## config.mk

```make
export PLATFORM = sky130hd
export DESIGN_NAME = muldiv_sequencer
export DESIGN_NICKNAME = d
export VERILOG_FILES = /design/src/rtl/muldiv_pkg.sv /design/src/rtl/muldiv_step.sv /design/src/rtl/muldiv_sequencer.sv
export SDC_FILE = /design/constraint.sdc
export NUM_CORES = 1
export LEC_CHECK = 0
export ABC_AREA = 1
export CAP_MARGIN = 30
export CORE_UTILIZATION = 55
export CTS_CLUSTER_DIAMETER = 30
export DETAILED_ROUTE_END_ITERATION = 12
export PLACE_DENSITY = 0.77
export SETUP_SLACK_MARGIN = 0.15
export SLEW_MARGIN = 10
export SYNTH_ARGS = -nofsm -noshare
export SYNTH_HDL_FRONTEND = slang
export SYNTH_HIERARCHICAL = 1
export SYNTH_SLANG_ARGS = --single-unit
```

## constraint.sdc

```tcl
create_clock -name clk -period 8.5 [get_ports clk]
set_input_delay 1.7 -clock clk [delete_from_list [all_inputs] [get_ports clk]]
set_output_delay 1.7 -clock clk [all_outputs]
set_load 0.05 [all_outputs]
```

## src/rtl/muldiv_pkg.sv

```systemverilog
// Shared definitions for the iterative multiply/divide unit.
// Op encodings, FSM states and the default datapath width.
package muldiv_pkg;

    localparam int WIDTH_DEFAULT = 32;

    typedef enum logic [1:0] {
        OP_MULT  = 2'b00,
        OP_MULTU = 2'b01,
        OP_DIV   = 2'b10,
        OP_DIVU  = 2'b11
    } op_t;

    typedef enum logic [1:0] {
        IDLE = 2'b00,
        RUN  = 2'b01,
        FIX  = 2'b10
    } state_t;

endpackage

```

## src/rtl/muldiv_step.sv

```systemverilog
// One iteration of the mul/div datapath on the {acc, q} pair.
// Multiply: shift-add, LSB first. Divide: restoring subtract.
module muldiv_step #(
    parameter int WIDTH = 32
) (
    input  logic             is_div,
    input  logic [WIDTH-1:0] acc_in,
    input  logic [WIDTH-1:0] q_in,
    input  logic [WIDTH-1:0] operand,
    output logic [WIDTH-1:0] acc_out,
    output logic [WIDTH-1:0] q_out
);

    logic [WIDTH:0]   sum;
    logic [WIDTH:0]   shifted;
    logic [WIDTH-1:0] diff;
    logic             fits;

    // Single shift-add or trial-subtract step selected by is_div
    always_comb begin
        sum     = {1'b0, acc_in} + (q_in[0] ? {1'b0, operand} : '0);
        shifted = {acc_in, q_in[WIDTH-1]};
        fits    = (shifted >= {1'b0, operand});
        // remainder after a successful subtract is below the divisor
        diff    = shifted[WIDTH-1:0] - operand;
        acc_out = '0;
        q_out   = '0;
        if (is_div) begin
            if (fits) begin
                acc_out = diff;
                q_out   = {q_in[WIDTH-2:0], 1'b1};
            end else begin
                acc_out = shifted[WIDTH-1:0];
                q_out   = {q_in[WIDTH-2:0], 1'b0};
            end
        end else begin
            acc_out = sum[WIDTH:1];
            q_out   = {sum[0], q_in[WIDTH-1:1]};
        end
    end

endmodule

```

## src/rtl/muldiv_sequencer.sv

```systemverilog
// Multi-cycle MULT/MULTU/DIV/DIVU unit holding the HI/LO registers.
// Fixed 33-cycle latency; stalls the pipeline on HI/LO or mul/div hazards.
module muldiv_sequencer
    import muldiv_pkg::*;
#(
    parameter int WIDTH = WIDTH_DEFAULT
) (
    input  logic             clk,
    input  logic             reset,
    input  logic             start,
    input  logic [1:0]       op,
    input  logic [WIDTH-1:0] rs_val,
    input  logic [WIDTH-1:0] rt_val,
    input  logic             mthi,
    input  logic             mtlo,
    input  logic [WIDTH-1:0] wdata,
    input  logic             rd_hi,
    input  logic             rd_lo,
    output logic [WIDTH-1:0] hi,
    output logic [WIDTH-1:0] lo,
    output logic             busy,
    output logic             stall,
    output logic             div_by_zero
);

    localparam int CW = $clog2(WIDTH);
    localparam logic [CW-1:0] LAST = CW'(WIDTH - 1);

    state_t           state;
    state_t           next;
    logic [CW-1:0]    cnt;
    logic [WIDTH-1:0] acc;
    logic [WIDTH-1:0] q;
    logic [WIDTH-1:0] operand;
    logic [WIDTH-1:0] orig_rs;
    logic             is_div_r;
    logic             neg_q;
    logic             neg_r;
    logic             dbz_op;

    logic [WIDTH-1:0]   acc_nx;
    logic [WIDTH-1:0]   q_nx;
    logic               sgn;
    logic [WIDTH-1:0]   mag_rs;
    logic [WIDTH-1:0]   mag_rt;
    logic [2*WIDTH-1:0] prod;
    logic [2*WIDTH-1:0] prod_fix;
    logic [WIDTH-1:0]   quot;
    logic [WIDTH-1:0]   rem;

    assign busy  = (state != IDLE);
    assign stall = busy & (start | rd_hi | rd_lo | mthi | mtlo);

    // Operand magnitudes at issue and sign fix-up of the final pair
    always_comb begin
        sgn      = ~op[0];
        mag_rs   = (sgn && rs_val[WIDTH-1]) ? -rs_val : rs_val;
        mag_rt   = (sgn && rt_val[WIDTH-1]) ? -rt_val : rt_val;
        prod     = {acc, q};
        prod_fix = neg_q ? -prod : prod;
        quot     = neg_q ? -q : q;
        rem      = neg_r ? -acc : acc;
    end

    muldiv_step #(
        .WIDTH(WIDTH)
    ) u_step (
        .is_div (is_div_r),
        .acc_in (acc),
        .q_in   (q),
        .operand(operand),
        .acc_out(acc_nx),
        .q_out  (q_nx)
    );

    // State register
    always_ff @(posedge clk or posedge reset) begin
        if (reset) state <= IDLE;
        else       state <= next;
    end

    // Next-state logic: IDLE -> RUN -> FIX -> IDLE
    always_comb begin
        next = state;
        unique case (state)
            IDLE:    if (start) next = RUN;
            RUN:     if (cnt == LAST) next = FIX;
            FIX:     next = IDLE;
            default: next = IDLE;
        endcase
    end

    // Datapath, counter and architectural HI/LO registers
    always_ff @(posedge clk or posedge reset) begin
        if (reset) begin
            cnt         <= '0;
            acc         <= '0;
            q           <= '0;
            operand     <= '0;
            orig_rs     <= '0;
            is_div_r    <= 1'b0;
            neg_q       <= 1'b0;
            neg_r       <= 1'b0;
            dbz_op      <= 1'b0;
            hi          <= '0;
            lo          <= '0;
            div_by_zero <= 1'b0;
        end else begin
            unique case (state)
                IDLE: begin
                    if (start) begin
                        cnt         <= '0;
                        acc         <= '0;
                        q           <= mag_rs;
                        operand     <= mag_rt;
                        orig_rs     <= rs_val;
                        is_div_r    <= op[1];
                        neg_q       <= sgn & (rs_val[WIDTH-1] ^ rt_val[WIDTH-1]);
                        neg_r       <= sgn & rs_val[WIDTH-1];
                        dbz_op      <= op[1] & (rt_val == '0);
                        div_by_zero <= 1'b0;
                    end else begin
                        if (mthi) hi <= wdata;
                        if (mtlo) lo <= wdata;
                    end
                end
                RUN: begin
                    acc <= acc_nx;
                    q   <= q_nx;
                    cnt <= cnt + CW'(1);
                end
                FIX: begin
                    if (dbz_op) begin
                        hi          <= orig_rs;
                        lo          <= '1;
                        div_by_zero <= 1'b1;
                    end else if (is_div_r) begin
                        hi <= rem;
                        lo <= quot;
                    end else begin
                        hi <= prod_fix[2*WIDTH-1:WIDTH];
                        lo <= prod_fix[WIDTH-1:0];
                    end
                end
                default: ;
            endcase
        end
    end

endmodule

```

==> impl_metrics.yaml, run 1 <==
run_status:
  status: "finished, final reports clean"
synthesis:
  ys.flop_type: "dfrtp_1"
  synthCells: 3071
  synth_edf_count: 0
  syn-cell-area_mm2: 0.01886
  syn_area_per_cell_um2: 6.142
  synth_cell_type_count: 55
  ys_ff_latch: 204
  async_reset_ff_frac: 1.000
  synth.net_count: 3248
  yosys_warnings: 6
  yosysSeqAreaShare: 0.2706
sta:
  max-slew-margin-rel: 0.4299
  period_needed_ns: 5.290
  worst_hold_slack_ns: 0.5073
  drv_slew: 0
  hold_violations: 0
  fin_tns_setup_ns: 0
  clock_skew_ns: 0.03472
  worst_pin_slew_ns: 0.8462
  finalWorstSetupSlack_ns: 3.210
  max_freq_mhz: 189.0
  fin_crit_sh: 0.6224
  rsz0062_at_grt: "false"
  setup_viol: 0
finish:
  fin_area_mm2: 0.02233
  layout-drive-gt1-share: 0.06179
  finalNetCount: 3376
  diodes: 0
  syn_to_final_growth_pct: 18.36
place:
  gp_congestion: 1.061
  port_buffers: 171
  dp_slack_ns: 3.218
  place_area_mm2: 0.02076
  hpwl_mm: 58.01
global_route:
  antenna_found_initial: 3
  grt_pass1_wl_mm: 116.1
  overflow: 0
  first_global_vias: 20697
  grt_max_degree: 86
  grt_usage: 0.4289
worst_setup_path:
  path_class: "input pin to output pin"
  cp_data_required_time_ns: 6.80
  r2r_start: "state[1]"
  reg2regPathDepth: 10
  setup.worst_path.end_class: "output pin"
  crit_slowest_cell: "clkdlybuf4s50_1"
  rrSetupSlack_ns: 4.86
  slowest_delay_ns: 0.70
  worstReg2RegEnd: "lo[18]"
  arrival_ns: 3.59
  startpoint_type: "input pin"
  cpMostUsedCell: "clkdlybuf4s50_1"
  crit_chain: "clkdlybuf4s50_1 > or4_1 > o21ai_0 > inv_1 > clkdlybuf4s50_1"
  crit_fanout: 2
floorplan:
  coreArea_mm2: 0.03362
  die_h_um: 187.2
  die_x_um: 187.2
  rows: 67
  start_util: 0.5611
  io_pins: 172
  dieArea_mm2: 0.03504
clock_tree:
  cts_sinks: 204
  htreeDepth: 2
  hold_buffers: 0
  cts_root_buf: "clkbuf_16"
  post_cts_buffers: 0
  cts_resized: 0
  cts_buffers: 47
  clock_latency_ns: 0.58
  cts_buffer_depth: 3
  clkTransAtPathRegs_ns: 0.05
  cts_tree: "done"
power:
  pwr-share-seq: 0.202
  power_frac_comb: 0.632
  peakVddDrop_mv: 0.2975
  power_mw: 10.66
  cellPowerDensity_mw_per_mm2: 477.4
  p_leak_nw: 10.90
  internal-power_mw: 4.777
  p_sw_mw: 5.881
  switching_share: 0.5518
  clock_power_share: 0.166
flow_run:
  cap_violations: 0
worst_hold_path:
  whs_endpoint: "cnt[4]"
  hp-class: "register to register"
  min_from: "cnt[4]"
  min_path_cells: 1
routing:
  wire_per_inst_um: 20.67
  drtAntennaViolNets: 0
  drt_iter0_drc: 3030
  viasPerCell: 6.050
  drc: 0
  vias: 22295
  wl_mm: 76.17
  drt-pass1-iter-count: 6
-- synthesized netlist by cell type, types with 3 or more instances --
cell type	instances	area (um^2)
a31oi_1	11	68.82
nand2_1	925	3472
and2_1	3	18.77
a21o_1	4	30.03
buf_6	8	90.09
nor2_2	16	100.1
o21ai_1	7	35.03
nor2_1	372	1396
o21ai_2	4	35.03
inv_2	12	45.04
nand2_2	7	43.79
o21bai_1	7	52.55
buf_2	30	150.1
o31ai_1	3	22.52
nand3b_1	35	262.8
nand4_1	34	212.7
a21oi_2	35	306.5
nor3_1	15	75.07
inv_1	370	1389
xor2_1	47	411.6
ha_1	70	875.8
dfrtp_1	204	5105
a21oi_1	220	1101
nand3_1	237	1186
buf_1	3	11.26
o21a_1	5	37.54
o21ai_0	193	965.9
nor3_2	3	30.03
clkbuf_1	64	240.2
nor2_4	3	33.78
xnor2_1	41	359.1
a32o_1	6	60.06
or2_2	10	62.56
nor4_1	7	43.79
a22oi_1	30	225.2
o211ai_1	7	52.55
-- state kept, by name, indices dropped and copies added (netlist names) --
register / cells
neg_r: 1
lo: 32
is_div_r: 1
cnt: 5
acc: 32
q: 32
div_by_zero: 1
neg_q: 1
operand: 32
hi: 32
orig_rs: 32
state: 2
dbz_op: 1
-- cell type report --
class	instances	area [um^2]
clock inverters	27	259.0
inverters	384	1453
multi-input cells	2374	11790
fillers	2927	11290
clock buffers	60	1306
flip-flops and latches	204	5106
repair buffers	188	1847
well taps	448	560.5
-- cell families after synthesis --
kind of cell	after synthesis	share of synthesized area
AND/OR/NAND/NOR	1674	0.3721
AO/OA/AOI/OAI	540	0.1631
buffers and inverters	493	0.1047
flip-flops	204	0.2706
XOR/XNOR	88	0.04086
adder cells (fa/ha/maj)	72	0.04856
-- how the worst max path moves through the flow --
stage	start	cells past startpoint	end	slack, ns
2_1_floorplan	reset	1	acc[0]	1.23
3_3_place_gp	start	5	stall	3.23
3_5_place_dp	start	5	stall	3.22
4_1_cts	start	5	stall	3.21
5_1_grt	start	5	stall	3.15
6_report	start	5	stall	3.21
-- power groups by stage --
stage / logic (mW) / registers (mW) / clock network (mW)
2_1_floorplan: 4.31 / 2.28 / 0
3_3_place_gp: 6.33 / 2.09 / 0
3_5_place_dp: 6.47 / 2.10 / 0
4_1_cts: 6.54 / 2.10 / 1.77
5_1_grt: 7.33 / 2.17 / 1.82
6_report: 6.74 / 2.15 / 1.77
-- cell usage in the layout, fill, tap and decap left out, types with 15 or more instances in the layout --
master	count
a21oi_1	220
a21oi_2	35
a22oi_1	30
buf_4	16
clkbuf_16	48
clkdlybuf4s50_1	171
dfrtp_1	203
ha_1	70
inv_1	369
nand2_1	925
nand3_1	237
nand3b_1	35
nand4_1	34
nor2_1	369
nor2_2	18
nor3_1	15
o21ai_0	193
xnor2_1	41
xor2_1	47
-- through the flow --
step	cells	utilization
finish	3685	0.6641
global route	3685	0.6641
CTS	3685	0.6641
detailed placement	3598	0.6176
global placement	3597	0.6171
floorplan	3071	-
-- per-layer routing --
metal	up-vias	part of all wire	track usage	routed length (um)
met2	1512	0.41	0.6290	31570
met5	-	0.00054	0	41
met4	6	0.031	0.1330	2382
li1	10180	-	-	-
met3	207	0.14	0.1430	10840
met1	10390	0.41	0.5936	31340
-- critical path, delay by kind of cell --
kind | cells | cell delay, ns
buf+inv | 3 | 1.19
compound gates | 1 | 0.19
simple gates | 1 | 0.51
Note: power is estimated with default switching activity, not from simulation.
==> run 2: changes to the inputs <==
CORE_UTILIZATION = 54   (was 55)
PLACE_DENSITY = 0.79   (was 0.77)
clock period = 4.75 ns   (was 8.5 ns; I/O delays follow)
==> run 2 against run 1 <==
Net effect: first-iteration DRC count up 2.4%; largest cell class unchanged; via count down 0.20%; critical endpoint unchanged; combinational power up 80%; register-to-register slack worse by 3.5 ns; sequential cell count unchanged; highest routed layer unchanged; design area up 0.68%; sequential share of layout area down 0.15 points.
==> impl_metrics.yaml, run 2 (synthesis results as in run 1) <==
sta:
  hold_violations: 0
  period_needed_ns: 3.747
  rsz0062_at_grt: "false"
  fin_tns_setup_ns: 0
  clock_skew_ns: 0.03450
  max_freq_mhz: 266.9
  setup_viol: 0
  worst_pin_slew_ns: 0.9253
  drv_slew: 0
  fin_crit_sh: 0.7888
  max-slew-margin-rel: 0.3825
routing:
  viasPerCell: 6.031
  wire_per_inst_um: 20.95
  drtAntennaViolNets: 0
  wl_mm: 77.28
  vias: 22250
  drt_iter0_drc: 3103
  drt-pass1-iter-count: 7
  drc: 0
clock_tree:
  hold_buffers: 0
  post_cts_buffers: 0
  clock_latency_ns: 0.58
  clkTransAtPathRegs_ns: 0.04
  cts_root_buf: "clkbuf_16"
  cts_sinks: 204
  cts_tree: "done"
  cts_buffer_depth: 3
  cts_buffers: 47
  cts_resized: 0
  htreeDepth: 2
global_route:
  grt_usage: 0.4309
  antenna_found_initial: 2
  met3_usage: 0.09805
  grt-busiest-layer: "met2"
  use_met2: 0.6318
  grt_pass1_wl_mm: 118.1
  grt_use_met1: 0.6225
  grt_max_degree: 104
  overflow: 0
  first_global_vias: 20874
floorplan:
  die_x_um: 188.9
  io_pins: 172
  coreArea_mm2: 0.03446
  rows: 68
  die_h_um: 188.9
  start_util: 0.5474
  dieArea_mm2: 0.03568
finish:
  layout-drive-gt1-share: 0.06122
  regArea_mm2: 0.005106
  n_fill_cell: 3118
  final_cell_mix: "nand2_1 (925), nor2_1 (370), inv_1 (369), nand3_1 (237), a21oi_1 (220)"
  layout_commonest_cell: "nand2_1"
  finalNetCount: 3376
  multiInputGateArea_mm2: 0.01179
  diodes: 0
  finalNonFillerCells: 3689
  syn_to_final_growth_pct: 19.16
worst_hold_path:
  hp-class: "register to register"
  min_from: "lo[21]"
  min_path_cells: 2
worst_setup_path:
  r2r_start: "q[0]"
  arrival_ns: 2.80
  cp_data_required_time_ns: 3.80
  crit_start: "start"
  crit_fanout: 2
  startpoint_type: "input pin"
  setup.worst_path.end_class: "output pin"
  path_class: "input pin to output pin"
  reg2regPathDepth: 16
place:
  place_inst: 3605
  hpwl_mm: 59.61
  port_buffers: 171
  gp_congestion: 1.084
run_status:
  status: "finished, final reports clean"
power:
  p_leak_nw: 10.98
  cellPowerDensity_mw_per_mm2: 863.1
  peakVddDrop_mv: 0.7650
flow_run:
  cap_violations: 0
run 2: layout make-up:
class	count	share of cell area
clock buffers	64	0.06146
clock inverters	20	0.01314
inverters	384	0.06446
multi-input cells	2374	0.5246
flip-flops and latches	204	0.2272
well taps	455	0.02533
repair buffers	188	0.08383
run 2: path summary, 6_finish.rpt:
kind	end	slack, ns
min	lo[21]	0.52
max in group asynchronous	q[16]	3.33
min reg2reg	lo[21]	0.52
max	stall	1.00
min in group asynchronous	hi[24]	0.89
max reg2reg	acc[31]	1.33
run 2: per-stage QoR:
stage	power (mW)	area [um^2]	util	setup WS, ns	hold slack [ns]
after floorplan	11.78	18870	-	1.156	0.4646
after global placement	15.20	20770	0.6028	0.9609	0.4930
after detailed placement	15.49	20800	0.6036	1.002	0.5002
after CTS	18.99	22480	0.6523	0.9949	0.5109
after global routing	20.64	22480	0.6523	0.9227	0.5399
final	19.40	22480	0.6523	1.003	0.5155
run 2: metal layers:
layer,vias up,wire length (um)
met3,221,9924
met4,2,2499
met2,1539,32100
li1,10163,-
met5,-,13
met1,10325,32740
run 2: worst max-delay path, stage by stage:
cell	delay (ns)
clkdlybuf4s50_1	0.42
or4_1	0.50
o21ai_0	0.17
inv_1	0.06
clkdlybuf4s50_1	0.70
run 2: power by group:
part,internal (mW),switching (mW)
clock network,2.31,1.08
logic,3.92,8.21
registers,2.57,1.31
total,8.80,10.6
